===== config.mk =====
export PLATFORM = sky130hd
export DESIGN_NAME = packet_tx_arbiter
export DESIGN_NICKNAME = d
export VERILOG_FILES = /design/src/rtl/Structures.sv /design/src/rtl/rr_picker2.sv /design/src/rtl/packet_tx_arbiter.sv
export SDC_FILE = /design/constraint.sdc
export NUM_CORES = 1
export LEC_CHECK = 0
export BUFFER_PORTS_ARGS = -buffer_cell sky130_fd_sc_hd__buf_4
export CORE_MARGIN = 2
export CORE_UTILIZATION = 55
export DETAILED_ROUTE_END_ITERATION = 12
export MAX_ROUTING_LAYER = met4
export PLACE_DENSITY = 0.88
export SLEW_MARGIN = 20
export SYNTH_ARGS = -nofsm -noshare
export SYNTH_HDL_FRONTEND = slang
export SYNTH_SLANG_ARGS = --single-unit

===== constraint.sdc =====
create_clock -name ipClk -period 3.1 [get_ports ipClk]
set_input_delay 0.31 -clock ipClk [delete_from_list [all_inputs] [get_ports ipClk]]
set_output_delay 0.31 -clock ipClk [all_outputs]
set_load 0.02 [all_outputs]

===== src/rtl/Structures.sv =====
// -----------------------------------------------------------------------------
// Structures -- shared type package for the UART packet datapath.
//
// Contents:
//   UART_PACKET      one byte of a framed packet plus its sideband fields
//   ArbState         state encoding for the transmit arbiter (IDLE/GRANT/SEND)
//   TIMEOUT_DEFAULT  default idle-cycle limit inside a granted packet
//   satInc8          saturating 8-bit increment used by event counters
// -----------------------------------------------------------------------------
package Structures;

    typedef struct packed {
        logic [7:0] Source;
        logic [7:0] Destination;
        logic [7:0] Length;
        logic       SoP;
        logic       EoP;
        logic [7:0] Data;
        logic       Valid;
    } UART_PACKET;

    typedef enum logic [1:0] {
        IDLE  = 2'd0,
        GRANT = 2'd1,
        SEND  = 2'd2
    } ArbState;

    localparam int TIMEOUT_DEFAULT = 1024;

    // Counts stick at 255 instead of wrapping back to zero.
    function automatic logic [7:0] satInc8(input logic [7:0] value);
        if (value == 8'hFF) begin
            return 8'hFF;
        end else begin
            return value + 8'd1;
        end
    endfunction

endpackage


===== src/rtl/rr_picker2.sv =====
// -----------------------------------------------------------------------------
// rr_picker2 -- two-input round-robin choice.
//
// Ports:
//   reqA, reqB   requests from the two contenders
//   lastWinner   who won last time (0 = A, 1 = B)
//   winner       chosen contender (0 = A, 1 = B); 0 when nobody requests
// -----------------------------------------------------------------------------
module rr_picker2 (
    input  logic reqA,
    input  logic reqB,
    input  logic lastWinner,
    output logic winner
);

    // A lone requester wins; on a tie the one that did not win last time goes.
    always_comb begin
        winner = 1'b0;
        case ({reqA, reqB})
            2'b10:   winner = 1'b0;
            2'b01:   winner = 1'b1;
            2'b11:   winner = ~lastWinner;
            default: winner = 1'b0;
        endcase
    end

endmodule


===== src/rtl/packet_tx_arbiter.sv =====
// -----------------------------------------------------------------------------
// packet_tx_arbiter -- arbitrates two packet sources onto one UART transmitter.
//
// A whole packet (SoP .. EoP) from the granted source is forwarded one byte at
// a time through a single holding register; the other source waits until the
// packet ends or the owner goes idle for TIMEOUT cycles.
//
// Ports:
//   ipClk, ipReset          clock, asynchronous active-low reset
//   ipStreamA / opReadyA    requester A (read responses) and its accept strobe
//   ipStreamB / opReadyB    requester B (write acks) and its accept strobe
//   ipTxReady               UART transmitter can take a byte
//   opTxStream              arbitrated byte stream (Valid is a 1-cycle pulse)
//   opGrant                 current owner, 0 = A, 1 = B
//   opBusy                  a packet is granted
//   opTimeoutCount          number of revoked grants, saturating at 255
// -----------------------------------------------------------------------------
module packet_tx_arbiter
    import Structures::*;
#(
    parameter int TIMEOUT = TIMEOUT_DEFAULT
) (
    input  logic       ipClk,
    input  logic       ipReset,
    input  UART_PACKET ipStreamA,
    input  UART_PACKET ipStreamB,
    output logic       opReadyA,
    output logic       opReadyB,
    input  logic       ipTxReady,
    output UART_PACKET opTxStream,
    output logic       opGrant,
    output logic       opBusy,
    output logic [7:0] opTimeoutCount
);

    localparam int CNT_W = (TIMEOUT > 2) ? $clog2(TIMEOUT) : 1;
    localparam logic [CNT_W-1:0] CNT_LAST = CNT_W'(TIMEOUT - 1);

    ArbState          state;
    ArbState          nextState;
    UART_PACKET       holdReg;
    UART_PACKET       ownerStream;
    UART_PACKET       txLoad;
    logic [CNT_W-1:0] timeoutCnt;
    logic             lastWinner;
    logic             reqA;
    logic             reqB;
    logic             pickWinner;
    logic             accept;
    logic             timeoutHit;

    // Only a start-of-packet byte counts as a bid for the transmitter.
    assign reqA = ipStreamA.Valid & ipStreamA.SoP;
    assign reqB = ipStreamB.Valid & ipStreamB.SoP;

    assign ownerStream = opGrant ? ipStreamB : ipStreamA;
    assign accept      = (state == GRANT) & ownerStream.Valid;
    assign timeoutHit  = (state == GRANT) & ~ownerStream.Valid & (timeoutCnt == CNT_LAST);

    rr_picker2 u_picker (
        .reqA       (reqA),
        .reqB       (reqB),
        .lastWinner (lastWinner),
        .winner     (pickWinner)
    );

    // Held byte as it goes out on the wire: all fields unchanged, Valid raised.
    always_comb begin
        txLoad       = holdReg;
        txLoad.Valid = 1'b1;
    end

    // FSM state register.
    always_ff @(posedge ipClk or negedge ipReset) begin
        if (!ipReset) begin
            state <= IDLE;
        end else begin
            state <= nextState;
        end
    end

    // FSM next-state decode.
    always_comb begin
        nextState = state;
        case (state)
            IDLE: begin
                if (reqA | reqB) begin
                    nextState = GRANT;
                end else begin
                    nextState = IDLE;
                end
            end
            GRANT: begin
                if (accept) begin
                    nextState = SEND;
                end else if (timeoutHit) begin
                    nextState = IDLE;
                end else begin
                    nextState = GRANT;
                end
            end
            SEND: begin
                if (ipTxReady) begin
                    nextState = holdReg.EoP ? IDLE : GRANT;
                end else begin
                    nextState = SEND;
                end
            end
            default: nextState = IDLE;
        endcase
    end

    // FSM outputs: only the owner is offered an accept, and only in GRANT.
    always_comb begin
        opReadyA = 1'b0;
        opReadyB = 1'b0;
        case (state)
            GRANT: begin
                opReadyA = ~opGrant;
                opReadyB = opGrant;
            end
            default: begin
                opReadyA = 1'b0;
                opReadyB = 1'b0;
            end
        endcase
    end

    // Datapath: grant bookkeeping, holding register, output stream, timeout.
    always_ff @(posedge ipClk or negedge ipReset) begin
        if (!ipReset) begin
            holdReg        <= '0;
            opTxStream     <= '0;
            opGrant        <= 1'b0;
            opBusy         <= 1'b0;
            opTimeoutCount <= 8'd0;
            timeoutCnt     <= '0;
            lastWinner     <= 1'b1;
        end else begin
            // Valid is a single-cycle pulse; the other fields keep their value.
            opTxStream.Valid <= 1'b0;
            case (state)
                IDLE: begin
                    // opBusy stays high through the EoP pulse cycle and
                    // drops here unless a new packet is granted at once.
                    opBusy     <= reqA | reqB;
                    timeoutCnt <= '0;
                    if (reqA | reqB) begin
                        opGrant <= pickWinner;
                    end else begin
                        opGrant <= opGrant;
                    end
                end
                GRANT: begin
                    if (accept) begin
                        holdReg    <= ownerStream;
                        timeoutCnt <= '0;
                    end else if (timeoutHit) begin
                        timeoutCnt     <= '0;
                        opBusy         <= 1'b0;
                        lastWinner     <= opGrant;
                        opTimeoutCount <= satInc8(opTimeoutCount);
                    end else begin
                        timeoutCnt <= timeoutCnt + CNT_W'(1);
                    end
                end
                SEND: begin
                    // The timeout counter is frozen while the UART stalls us.
                    if (ipTxReady) begin
                        opTxStream <= txLoad;
                        if (holdReg.EoP) begin
                            lastWinner <= opGrant;
                        end else begin
                            lastWinner <= lastWinner;
                        end
                    end else begin
                        holdReg <= holdReg;
                    end
                end
                default: begin
                    timeoutCnt <= '0;
                end
            endcase
        end
    end

endmodule

* Yosys cells after proc, flatten, opt, wreduce, memory -nomap -nowiden
Index checks and enable logic that the tools add are counted.
** Cells by class
- Add/subtract/negate cells :: 2
- Equal/unequal tests :: 10
- Muxes and demuxes :: 24
- Bitwise operators :: 10
- Reduce and logical (&&, ||, !) cells :: 9
** Operators by type and width (count)
- 2-to-1 mux 35 bit :: 1
- 2-to-1 mux 10 bit :: 2
- one-hot mux 10 bit (2 select lines) :: 1
- 2-to-1 mux 1 bit :: 13
- adder 10 x 1 -> 10 bit, second input constant :: 1
- equality test 10 bit, second input constant :: 1
- adder 8 x 1 -> 8 bit, second input constant :: 1
- equality test 8 bit, second input constant :: 1
- 2-to-1 mux 8 bit :: 1
- != test 2 bit, second input constant :: 4
- one-hot mux 1 bit (2 select lines) :: 3
- one-hot mux 2 bit (3 select lines) :: 1
- AND reduction 2 bit :: 3
- AND reduction 3 bit :: 2
- bitwise AND 1 bit :: 5
- AND reduction 5 bit :: 1
- equality test 2 x 1 -> 1 bit, second input constant :: 2
- equality test 2 bit, second input constant :: 2
- 2-to-1 mux 2 bit :: 2
- NOT 1 bit :: 4
- nonzero test 2 bit :: 2
- zero test 2 bit :: 1
- bitwise OR 1 bit :: 1
** Storage, ports and cells
- Flip-flop bits (word level) :: 92
- Bits of input ports :: 73
- Output and inout port bits :: 47

* Longest topological paths before layout
Gate-level depths: netlist (run 1).
- Depth in word-level cells :: 7
- Depth in mapped cells :: 6
- Mapped depth without buffers :: 5

* By module
A second synthesis (run 1) with hierarchy kept.
** Second synthesis, totals
- Cells, all modules :: 355
- Area total of the unflattened synthesis :: 4086.4 sq um
** Modules (own cells, without submodules)
- packet_tx_arbiter :: instances 1, cells each 354, area each 4075.2 sq um
- rr_picker2 :: instances 1, cells each 1, area each 11.3 sq um

* Worst setup path before layout (run 1)
No wires, ideal clock.
- Kind :: reg2reg
- Start :: reg opGrant
- End :: reg opTimeoutCount[5]
- Data arrival time :: 2.109 ns
- Slack :: 0.866 ns
- Cell stages (with the launch flop) :: 6
- Clock period less this slack :: 2.234 ns
- Cell sequence :: dfrtp_1 buf_6 mux2_4 or4_4 or3_1 mux2_4
** Between the ends
- Cells in the longest elaborated chain, start to end :: 5
** Ends and longest elaborated chain
- start, declared :: line packet_tx_arbiter.sv:31 : output logic opGrant,
- start signal, assigned :: line packet_tx_arbiter.sv:149 : opGrant <= pickWinner;
- start signal, assigned :: line packet_tx_arbiter.sv:151 : opGrant <= opGrant;
- 2-to-1 mux 35 bit * :: line packet_tx_arbiter.sv:56 : assign ownerStream = opGrant ? ipStreamB : ipStreamA;
- NOT 1 bit :: line packet_tx_arbiter.sv:58 : assign timeoutHit = (state == GRANT) & ~ownerStream.Valid & (timeoutCnt == CNT_LAST);
- bitwise AND 1 bit (2 in a row) :: line packet_tx_arbiter.sv:58
- AND reduction 3 bit (no source line) *
- end signal, assigned :: line packet_tx_arbiter.sv:162 : opTimeoutCount <= satInc8(opTimeoutCount);
- end, declared :: line packet_tx_arbiter.sv:33 : output logic [7:0] opTimeoutCount
Every way passes the cells marked *; elsewhere a longest branch is shown, timed or not.
A chain may end at the register's enable or synchronous reset.

* Worst setup path in the final report (run 1)
- Start :: reg timeoutCnt[0]
- End :: reg opTimeoutCount[0]
** Between the ends
- Cells in the longest elaborated chain, start to end :: 3
** Ends and longest elaborated chain
- start, declared :: line packet_tx_arbiter.sv:44 : logic [CNT_W-1:0] timeoutCnt;
- start signal, assigned :: line packet_tx_arbiter.sv:164 : timeoutCnt <= timeoutCnt + CNT_W'(1);
- equality test 10 bit :: line packet_tx_arbiter.sv:58
- bitwise AND 1 bit :: line packet_tx_arbiter.sv:58
- AND reduction 3 bit (no source line)
No other way between the ends.

==> results of run 1 <==
[state kept, by name, indices dropped and copies added, names as in the netlist]
name,flops
timeoutCnt,10
opTxStream,35
opBusy,1
holdReg,34
lastWinner,1
opTimeoutCount,8
state,2
opGrant,1
[cells in the final DEF (no fill, tap or decap), types with 4 or more instances in the layout]
cell,netlist,final
nand4_1,4,4
dfrtp_1,91,90
mux2_2,37,37
nor2_1,45,44
mux2i_1,35,35
nand2_1,17,17
a21oi_1,41,41
xnor2_1,4,4
nand3_1,10,10
buf_4,0,125
clkbuf_8,0,10
o21ai_0,8,8
[metrics by stage]
stage          hold slack, ns   util
2_1_floorplan          0.0144      -
3_3_place_gp            0.348  0.704
3_5_place_dp            0.357  0.704
4_1_cts                 0.151  0.733
5_1_grt                 0.167  0.733
6_report                0.151  0.733
[cell usage after synthesis, drive strengths merged (2+ instances only)]
cell	number
dfrtp	91
nor2	45
a21oi	41
mux2	39
mux2i	35
nand2	17
nand3	10
clkbuf	9
buf	8
o21ai	8
nand4	4
xnor2	4
and3	3
nand2b	3
nor3	3
nor4	3
and4b	2
ha	2
inv	2
nor2b	2
or3	2
[how the worst max path moves through the flow]
stage	end	slack, ns	depth (start not counted)
finish	opTimeoutCount[0]$_DFFE_PN0P_	0.85	5
global route	opTimeoutCount[0]$_DFFE_PN0P_	0.61	5
CTS	opTimeoutCount[0]$_DFFE_PN0P_	0.86	5
detailed placement	opTimeoutCount[0]$_DFFE_PN0P_	0.88	4
global placement	opTimeoutCount[0]$_DFFE_PN0P_	0.96	5
floorplan	opTimeoutCount[5]$_DFFE_PN0P_	0.87	5
[routing by layer]
layer | routed length, um | GRT usage
met3 | 454 | 0.0386
met5 | 0 | -
met4 | 271 | 0.113
met1 | 3580 | 0.283
met2 | 4790 | 0.403
[critical path: cells and delay by family, from the launching register on]
kind                     cells  cell delay (ns)
multiplexers                 1             0.33
AND/OR/NAND/NOR              2             0.88
AO/OA/AOI/OAI                1             0.29
flip-flops                   1             0.39
adder cells (fa/ha/maj)      1             0.24
[logic make-up (layout without fill, tap and decap cells)]
kind of cell / Yosys count / after routing
AOI/OAI and AO/OA: 60 / 60
xor gates and xnor gates: 4 / 4
and+or+nand+nor: 99 / 99
buffers and inverters: 20 / 145
adders and majority gates: 2 / 2
muxes: 74 / 74
DFF: 92 / 92
[layout make-up]
type,count,area share
Tap cell,99,0.0235
Timing Repair Buffer,126,0.180
Multi-Input combinational cell,239,0.318
Clock inverter,5,0.0114
Sequential cell,92,0.438
Clock buffer,11,0.0269
Inverter,3,0.00214
[where the power goes]
group,internal [mW],switching [mW]
registers,1.70,0.288
clock network,0.398,0.425
logic,0.911,1.06
total,3.01,1.77
==> results.md, run 1 <==
- Min-delay worst type: in -> reg
- Routed WL per cell: 15.8 um
- Design area: 5260 sq um
- Pins over their slew limit: 0
- First-pass GRT wire length: 15100 um
- Detailed Route WL: 9100 um
- Synth top area share: 0.562
- Worst vdd ir: 0.499 mV
- Worst EP arrival: between 2 and 2.5 ns
- Worst setup SP type: flop
- DRC errors left: 0
- Worst Setup Path Type: reg -> reg
- Final setup fails: 0
- Post-synth ARST share: 1.00
- Worst hold start: ipTxReady
- Ports: 120
- Rows: 31
- Synth area leader: dfrtp_1
- Layout cell share with drive strength beyond 1: 0.387
- Dpl cell area: ~5000 sq um
- Number of synthesized flops with an enable pin: 0
- Max clock buf depth: 2
- Crit end category: flop
- Syn_area_per_cell: 11.5 sq um
- Post-CTS setup buffers: 0
- Vias in the first global route: 3266
- Antenna cells: 0
- Htree depth: 3
- Multi-input gate area: 1670 sq um
- Die width: 89.8 um
- Simple-gate share of the synthesized area: 0.117
- Reg2Reg Setup Slack: 0.85 ns
- Via density: between 5 and 6
- Relative slew margins: 0.463
- Crit-path cells: ha_1 -> nand3_1 -> nor4_2 -> o21ai_0 -> mux2_2
- Beginning of the worst register-to-register path: timeoutCnt[0]$_DFFE_PN0N_
- Crit-path max FO: 10
- Routed Antenna Nets: 0
- DP Worst Slack: about 0.9 ns
- Adder-cell share of the synthesized area: 0.00618
- Synth Cell Area: between 4000 and 5000 sq um
- GRT overflow: 0
- GRT Util Overall: 0.239
- RSZ-0062 raised after global routing: false
- Die ar.: about 8100 sq um
- P&R area growth vs syn: 29.9%
- Worst Path Required: 3.34 ns
- Crit share post-route: 0.726
- CTS clock-pin slew for the worst setup and hold paths: approximately 0.090 ns
- CP peak stage delay: about 0.7 ns
- Design Power: 4.78 mW
- Yosys warns: 0
- Largest family of logic cells by synthesized area: multiplexers
- Starting Density: 0.564
- Initial antenna violation count: 0
- Netlist cell types: 43
- Max_cap viols: 0
- Post-cts resize count: 0
- Post-layout worst setup margin: approximately 0.85 ns
- DP Cell Count: 558
- Seq/Total Area, Yosys: 0.569
- Syn Inst Count: between 300 and 400
- Power density over cell area: 909 nW/um^2
- Post-synthesis compound-gate area fraction: 0.0822
- FF+latch count, synth: 92
- R2R cell count: 5
- Final GP Congestion: about 0.84
- P_leak: 2.51 nW
- Iter 0 DRT Violations: ~190
- Num CTS Buffers: 9
- Final nets: 546
- Core region area: between 7000 and 8000 sq um
- Clk_skew: 0.0107 ns
- Slew of the pin with the lowest slew margin: 0.799 ns
- Main synth FF type: dfrtp_1
- I/O Buffers: 119
- Fillcell total: a little under 500
- HPWL Detailed: 6450 um
- Drt pass-1 iters: 4
- Final Hold Vio Count: 0
- Post-route minimum period: 2.25 ns
- Final cell count without fillers: 575
- Setup TNS: 0 ns
- Hold Path End: state[1]$_DFF_PN0_
- Root cell of the clock tree: clkbuf_8
- Slowest library cell on the worst path: nor4_2
- Area contributors post-synth: dfrtp_1 (56%), mux2_2 (10%), mux2i_1 (8.6%), a21oi_1 (5.1%), nor2_1 (4.2%)
- Reg2reg end: opTimeoutCount[0]$_DFFE_PN0P_
- Crit path from: timeoutCnt[0]$_DFFE_PN0N_
- Sequential cell area: 2300 sq um
- Largest net degree at the start of global routing: 69
- Post-cts hold buffer count: 1
- Mapped Nets: 426
- CTS tree: yes
- # clock sinks: 92
- Die Ht: 89.8 um
- Status: finished, final reports clean
- Via Count: 3168
- Max Fclk: 0.445 GHz
- Synth Area in XOR/XNOR: 0.00865
- Hold path cells: 2
- Worst skew pair latency: 0.36 ns
- Post-synthesis mux area share: 0.197
No activity file was read; power rests on OpenSTA's default activity.
==> run 2, diff against run 1 <==
--- a/config.mk
+++ b/config.mk
@@ -7,10 +7,10 @@
 export LEC_CHECK = 0
 export BUFFER_PORTS_ARGS = -buffer_cell sky130_fd_sc_hd__buf_4
 export CORE_MARGIN = 2
-export CORE_UTILIZATION = 55
+export CORE_UTILIZATION = 51
 export DETAILED_ROUTE_END_ITERATION = 12
 export MAX_ROUTING_LAYER = met4
-export PLACE_DENSITY = 0.88
+export PLACE_DENSITY = 0.83
 export SLEW_MARGIN = 20
 export SYNTH_ARGS = -nofsm -noshare
 export SYNTH_HDL_FRONTEND = slang
==> constraint.sdc (replaced) <==
create_clock -name ipClk -period 2.1 [get_ports ipClk]
set_input_delay 0.21 -clock ipClk [delete_from_list [all_inputs] [get_ports ipClk]]
set_output_delay 0.21 -clock ipClk [all_outputs]
set_load 0.02 [all_outputs]
==> results.md, run 2 (synthesis gave the netlist of run 1 again) <==
- Commonest non-fill, non-tap cell in the layout: buf_4
- Worst setup SP type: flop
- Core region area: 7730 sq um (+7.7%)
- CTS tree: yes
- Design Power: 6.96 mW (+46%)
- Pins over their slew limit: 0 (unchanged)
- Max FFs per register: 35 (unchanged)
- Slowest library cell on the worst path: or4_4
- DP Cell Count: 567 (+1.6%)
- I/O Buffers: 119 (unchanged)
- Net Sw Frac: 0.371 (about the same)
- Max_cap viols: 0 (unchanged)
- Crit end category: flop
- P&R area growth vs syn: 31.4%
- Ports: 120 (unchanged)
- Worst EP arrival: 2.26 ns (-0.23 ns)
- Antenna cells: 0 (unchanged)
- HPWL Detailed: 6280 um (-2.5%)
- Crit share post-route: 0.965 (+0.240)
- Util after Layout: 0.688 (-0.0446)
- Max clock buf depth: 2 (unchanged)
- Die width: 93.1 um (+3.7%)
- Largest registers: opTxStream: 35 flops, holdReg: 34 flops, timeoutCnt: 10 flops
- Starting Density: 0.524 (-0.0403)
- P_leak: 2.54 nW (+1.4%)
- Clock share of power: 0.153 (-0.019)
- GRT Util Overall: 0.219 (-0.0193)
- # clock sinks: 92 (unchanged)
- Combinational share of power: 0.430 (+0.018)
- RSZ-0062 raised after global routing: false
- Crit-path cells: ha_1 -> nand3_1 -> or4_4 -> or3_1 -> mux2_4
- Routed WL per cell: 15.2 um (-4.0%)
- Fillcell total: 596 (+22%)
- CTS clock-pin slew for the worst setup and hold paths: 0.09 ns (about the same)
- Via density: 5.28 (-4.2%)
- Worst vdd ir: 0.672 mV (+35%)
- Rows: 32 (+3.2%)
- WP buf/inv: 0 (unchanged)
- Worst Path Required: 2.34 ns (-1.00 ns)
- Post-route minimum period: 2.03 ns (-0.222 ns)
- Commonest cells after routing, fill and taps aside: buf_4 (129), dfrtp_1 (90), nor2_1 (44), a21oi_1 (41), mux2_2 (37)
- Die Ht: 93.1 um (+3.7%)
- Worst Setup Path Type: reg -> reg
- Worst skew pair latency: 0.35 ns (about the same)
- Layout cell share with drive strength beyond 1: 0.395 (+0.00889)
- Sequential share of power: 0.417 (+0.002)
- Initial antenna violation count: 0 (unchanged)
- Final GP Congestion: 0.879 (+4.4%)
- Top reg by flops: opTxStream
- Worst hold start: ipTxReady
- Drt pass-1 iters: 4 (unchanged)
- Max Fclk: 0.493 GHz (+11%)
- Beginning of the worst register-to-register path: timeoutCnt[0]$_DFFE_PN0N_
- Routed Antenna Nets: 0 (unchanged)
- Status: finished, final reports clean
- Via Count: 3087 (-2.6%)
- CP peak stage delay: 0.53 ns (-0.18 ns)
- Final nets: 553 (+1.3%)
- Slew of the pin with the lowest slew margin: 0.462 ns (-0.336 ns)
- Crit-path max FO: 4 (-6)
- Final Hold Vio Count: 0 (unchanged)
- Largest net degree at the start of global routing: 93 (+35%)
- Die ar.: 8670 sq um (+7.5%)
- GRT overflow: 0 (unchanged)
- First-pass GRT wire length: 14600 um (-3.6%)
- DRC errors left: 0 (unchanged)
- Power density over cell area: 1310 nW/um^2 (+44%)
- Relative slew margins: 0.683 (+0.220)
- Final cell count without fillers: 585 (+1.7%)
- Iter 0 DRT Violations: 158 (-16%)
- Num CTS Buffers: 9 (unchanged)
- Min-delay worst type: in -> reg
- Final setup fails: 0 (unchanged)
- Top delay family on crit path: simple AND/OR/NAND/NOR gates
- Vias in the first global route: 3109 (-4.8%)
- Htree depth: 3 (unchanged)
- Root cell of the clock tree: clkbuf_8
- Clk_skew: 0.00852 ns (-0.00213 ns)
- Switching pwr: 2.58 mW (+45%)
- Crit path from: timeoutCnt[0]$_DFFE_PN0N_
- Cell internal pwr: 4.38 mW (+46%)
- Detailed Route WL: 8890 um (-2.3%)
[run 2: timing repair]
item,4_1_cts,5_1_grt
hold buffers,1,0
buffers inserted,0,1
setup endpoints to repair,0,37
endpoints found under the hold margin,91,0
gates resized for setup,0,1
[run 2: layer usage]
metal  wire [um]  up-vias  GRT usage
met5           0        -          -
met4         114        0     0.0699
met3         548       12     0.0500
met2        4360       95      0.339
met1        3860     1480      0.292
li1            -     1500          -
[run 2: path summary, 6_finish.rpt]
path	end	slack (ns)	depth (start not counted)
worst max-delay path	opTimeoutCount[5]$_DFFE_PN0P_	0.07	5
worst min-delay path	state[1]$_DFF_PN0_	0.07	2
worst max register to register	opTimeoutCount[5]$_DFFE_PN0P_	0.07	5
worst min register to register	opTxStream[9]$_DFFE_PN0P_	0.50	2
max in group asynchronous	opGrant$_DFFE_PN0P_	1.27	3
min in group asynchronous	opBusy$_DFFE_PN0P_	0.42	3
[run 2: final cells by class]
type,count,area [sq um],share of cell area
sequential,92,2300,0.433
multi-input combinational,239,1670,0.314
timing repair buffer,133,1030,0.194
clock buffer,11,141,0.0266
tap,102,128,0.0240
clock inverter,5,35.0,0.00659
inverter,3,11.3,0.00212
[run 2: power groups by stage]
stage                     clock network (mW)  logic [mW]  registers (mW)
after floorplan                            0        1.42            3.30
after global placement                     0        2.90            2.88
after detailed placement                   0        3.00            2.94
after CTS                               1.09        3.02            2.91
after global routing                    1.15        3.26            3.01
final                                   1.06        2.99            2.90
[run 2: through the flow]
| stage | worst slack (ns) | hold WS [ns] | area, sq um | TNS (ns) |
|---|---|---|---|---|
| finish | 0.0728 | 0.0681 | 5320 | 0 |
| detailed placement | 0.0239 | 0.290 | 5120 | 0 |
| global route | 0.0128 | 0.0565 | 5320 | 0 |
| CTS | 0.0362 | 0.0588 | 5310 | 0 |
| floorplan | -0.0165 | -0.0856 | 4050 | -0.0165 |
| global placement | 0.0993 | 0.289 | 5120 | 0 |
==> run 3, diff against run 2 <==
--- a/config.mk
+++ b/config.mk
@@ -11,6 +11,7 @@
 export DETAILED_ROUTE_END_ITERATION = 12
 export MAX_ROUTING_LAYER = met4
 export PLACE_DENSITY = 0.83
+export REMOVE_ABC_BUFFERS = 1
 export SLEW_MARGIN = 20
 export SYNTH_ARGS = -nofsm -noshare
 export SYNTH_HDL_FRONTEND = slang
==> results.md, run 3 (synthesis gave the netlist of run 1 again) <==
- Final setup fails: 0 (unchanged)
- Final GP Congestion: 0.893 (+1.6%)
- Max Fclk: 0.487 GHz (-1.3%)
- Final nets: 552 (-0.18%)
- Final Hold Vio Count: 0 (unchanged)
- Largest registers: opTxStream: 35 flops, holdReg: 34 flops, timeoutCnt: 10 flops
- Design Power: 6.94 mW (-0.31%)
- Worst skew pair latency: 0.35 ns (about the same)
- Reg2Reg Setup Slack: 0.05 ns (-0.03 ns)
- I/O Buffers: 119 (unchanged)
- Routed WL per cell: 14.9 um (-2.2%)
- Reg2reg end: opTimeoutCount[5]$_DFFE_PN0P_
- Initial antenna violation count: 0 (unchanged)
- Commonest cells after routing, fill and taps aside: buf_4 (128), dfrtp_1 (90), nor2_1 (44), a21oi_1 (41), mux2_2 (37)
- GRT Util Overall: 0.223 (+0.00354)
- Multi-input gate area: 1680 sq um (+0.45%)
- Hold Path End: state[1]$_DFF_PN0_
- Max clock buf depth: 2 (unchanged)
- Hold path cells: 2 (unchanged)
- Die Ht: 93.1 um (unchanged)
- Via density: 5.45 (+3.3%)
- Crit end category: flop
- Sequential cell area: 2300 sq um (unchanged)
- Crit share post-route: 0.978 (+0.0125)
- First-pass GRT wire length: 14700 um (+0.80%)
- Max FFs per register: 35 (unchanged)
- Beginning of the worst register-to-register path: opGrant$_DFFE_PN0P_
- # clock sinks: 92 (unchanged)
- Commonest non-fill, non-tap cell in the layout: buf_4
- Antenna cells: 0 (unchanged)
- RSZ-0062 raised after global routing: false
- Post-route minimum period: 2.05 ns (+0.0262 ns)
- DRC errors left: 0 (unchanged)
- CTS clock-pin slew for the worst setup and hold paths: 0.09 ns (about the same)
- Layout cell share with drive strength beyond 1: 0.400 (+0.00497)
- Core region area: 7730 sq um (unchanged)
- Routed Antenna Nets: 0 (unchanged)
- Util after Layout: 0.690 (+0.00130)
- Ports: 120 (unchanged)
- CTS tree: yes
- Htree depth: 3 (unchanged)
- Crit-path max FO: 3 (-1)
- Num CTS Buffers: 9 (unchanged)
- Worst vdd ir: 0.617 mV (-8.2%)
- Rows: 32 (unchanged)
- Starting Density: 0.524 (unchanged)
- Largest net degree at the start of global routing: 52 (-44%)
- Power density over cell area: 1300 nW/um^2 (-0.49%)
- Root cell of the clock tree: clkbuf_8
- Max_cap viols: 0 (unchanged)
- Slew of the pin with the lowest slew margin: 0.633 ns (+0.171 ns)
- Via Count: 3183 (+3.1%)
- Worst hold start: ipTxReady
- Vias in the first global route: 3254 (+4.7%)
- P&R area growth vs syn: 31.6%
- P_leak: 2.54 nW (-0.22%)
- Min-delay worst type: in -> reg
- Clk_skew: 0.00737 ns (-0.00114 ns)
- Worst Path Required: 2.34 ns (about the same)
- Detailed Route WL: 8680 um (-2.3%)
- Worst setup SP type: flop
- Die width: 93.1 um (unchanged)
- Die ar.: 8670 sq um (unchanged)
- Worst EP arrival: 2.30 ns (+0.04 ns)
- Design area: 5330 sq um (+0.19%)
- Worst Setup Path Type: reg -> reg
- GRT overflow: 0 (unchanged)
- Drt pass-1 iters: 4 (unchanged)
- Top reg by flops: opTxStream
- Pins over their slew limit: 0 (unchanged)
- Hold Slack: 0.0440 ns (-0.0241 ns)
- R2R cell count: 4 (-1)
- Iter 0 DRT Violations: 186 (+18%)
- Status: finished, final reports clean
- Dpl cell area: 5130 sq um (+0.24%)
- HPWL Detailed: 6260 um (-0.31%)
- Fillcell total: 561 (-5.9%)
- Relative slew margins: 0.578 (-0.105)
## run 3: routing by layer
layer	vias up	GRT usage	share of wire
li1	1499	-	-
met1	1569	0.281	0.43
met2	105	0.356	0.49
met3	10	0.0508	0.064
met4	0	0.0833	0.013
met5	-	-	0
## run 3: where the power goes
part           switching, mW  leakage, nW  total, mW  internal [mW]
sequential             0.418         1.08       2.92           2.51
combinational           1.55         1.37       2.95           1.40
clock                  0.602       0.0920       1.06          0.460
## run 3: how the worst max path moves through the flow
stage                   startpoint                       endpoint  slack (ns)  depth (start not counted)
6_report       opGrant$_DFFE_PN0P_  opTimeoutCount[5]$_DFFE_PN0P_        0.05                          4
3_3_place_gp   opGrant$_DFFE_PN0P_  opTimeoutCount[5]$_DFFE_PN0P_        0.07                          4
3_5_place_dp   opGrant$_DFFE_PN0P_  opTimeoutCount[5]$_DFFE_PN0P_        0.05                          4
4_1_cts        opGrant$_DFFE_PN0P_  opTimeoutCount[5]$_DFFE_PN0P_        0.04                          4
2_1_floorplan  opGrant$_DFFE_PN0P_        holdReg[10]$_DFFE_PN0P_       -2.24                          3
5_1_grt        opGrant$_DFFE_PN0P_  opTimeoutCount[5]$_DFFE_PN0P_       0.001                          4
## run 3: stage by stage
step                      cells  setup TNS (ns)  setup WS (ns)
after CTS                   584               0         0.0395
after global placement      567               0         0.0663
final                       584               0         0.0465
after detailed placement    567               0         0.0530
after floorplan             334          -88.23          -2.24
after global routing        584               0        0.00129
## run 3: final cells by class
type                            count  share of cell area
Clock buffer                       10              0.0258
Clock inverter                      6             0.00751
Inverter                            3             0.00211
Multi-Input combinational cell    239               0.315
Sequential cell                    92               0.432
Tap cell                          102              0.0239
Timing Repair Buffer              132               0.193
## run 3: what timing repair did
item / in CTS / in global routing
buffers inserted: 0 / 0
hold buffers: 1 / 0
endpoints found under the setup margin: 0 / 1
endpoints found under the hold margin: 41 / 0
gates resized for setup: 0 / 2
## run 3: critical path: stages (launching register included)
cell	delay [ns]
dfrtp_2	0.42
mux2_4	0.32
or4_4	0.54
or3_4	0.38
mux2_4	0.30
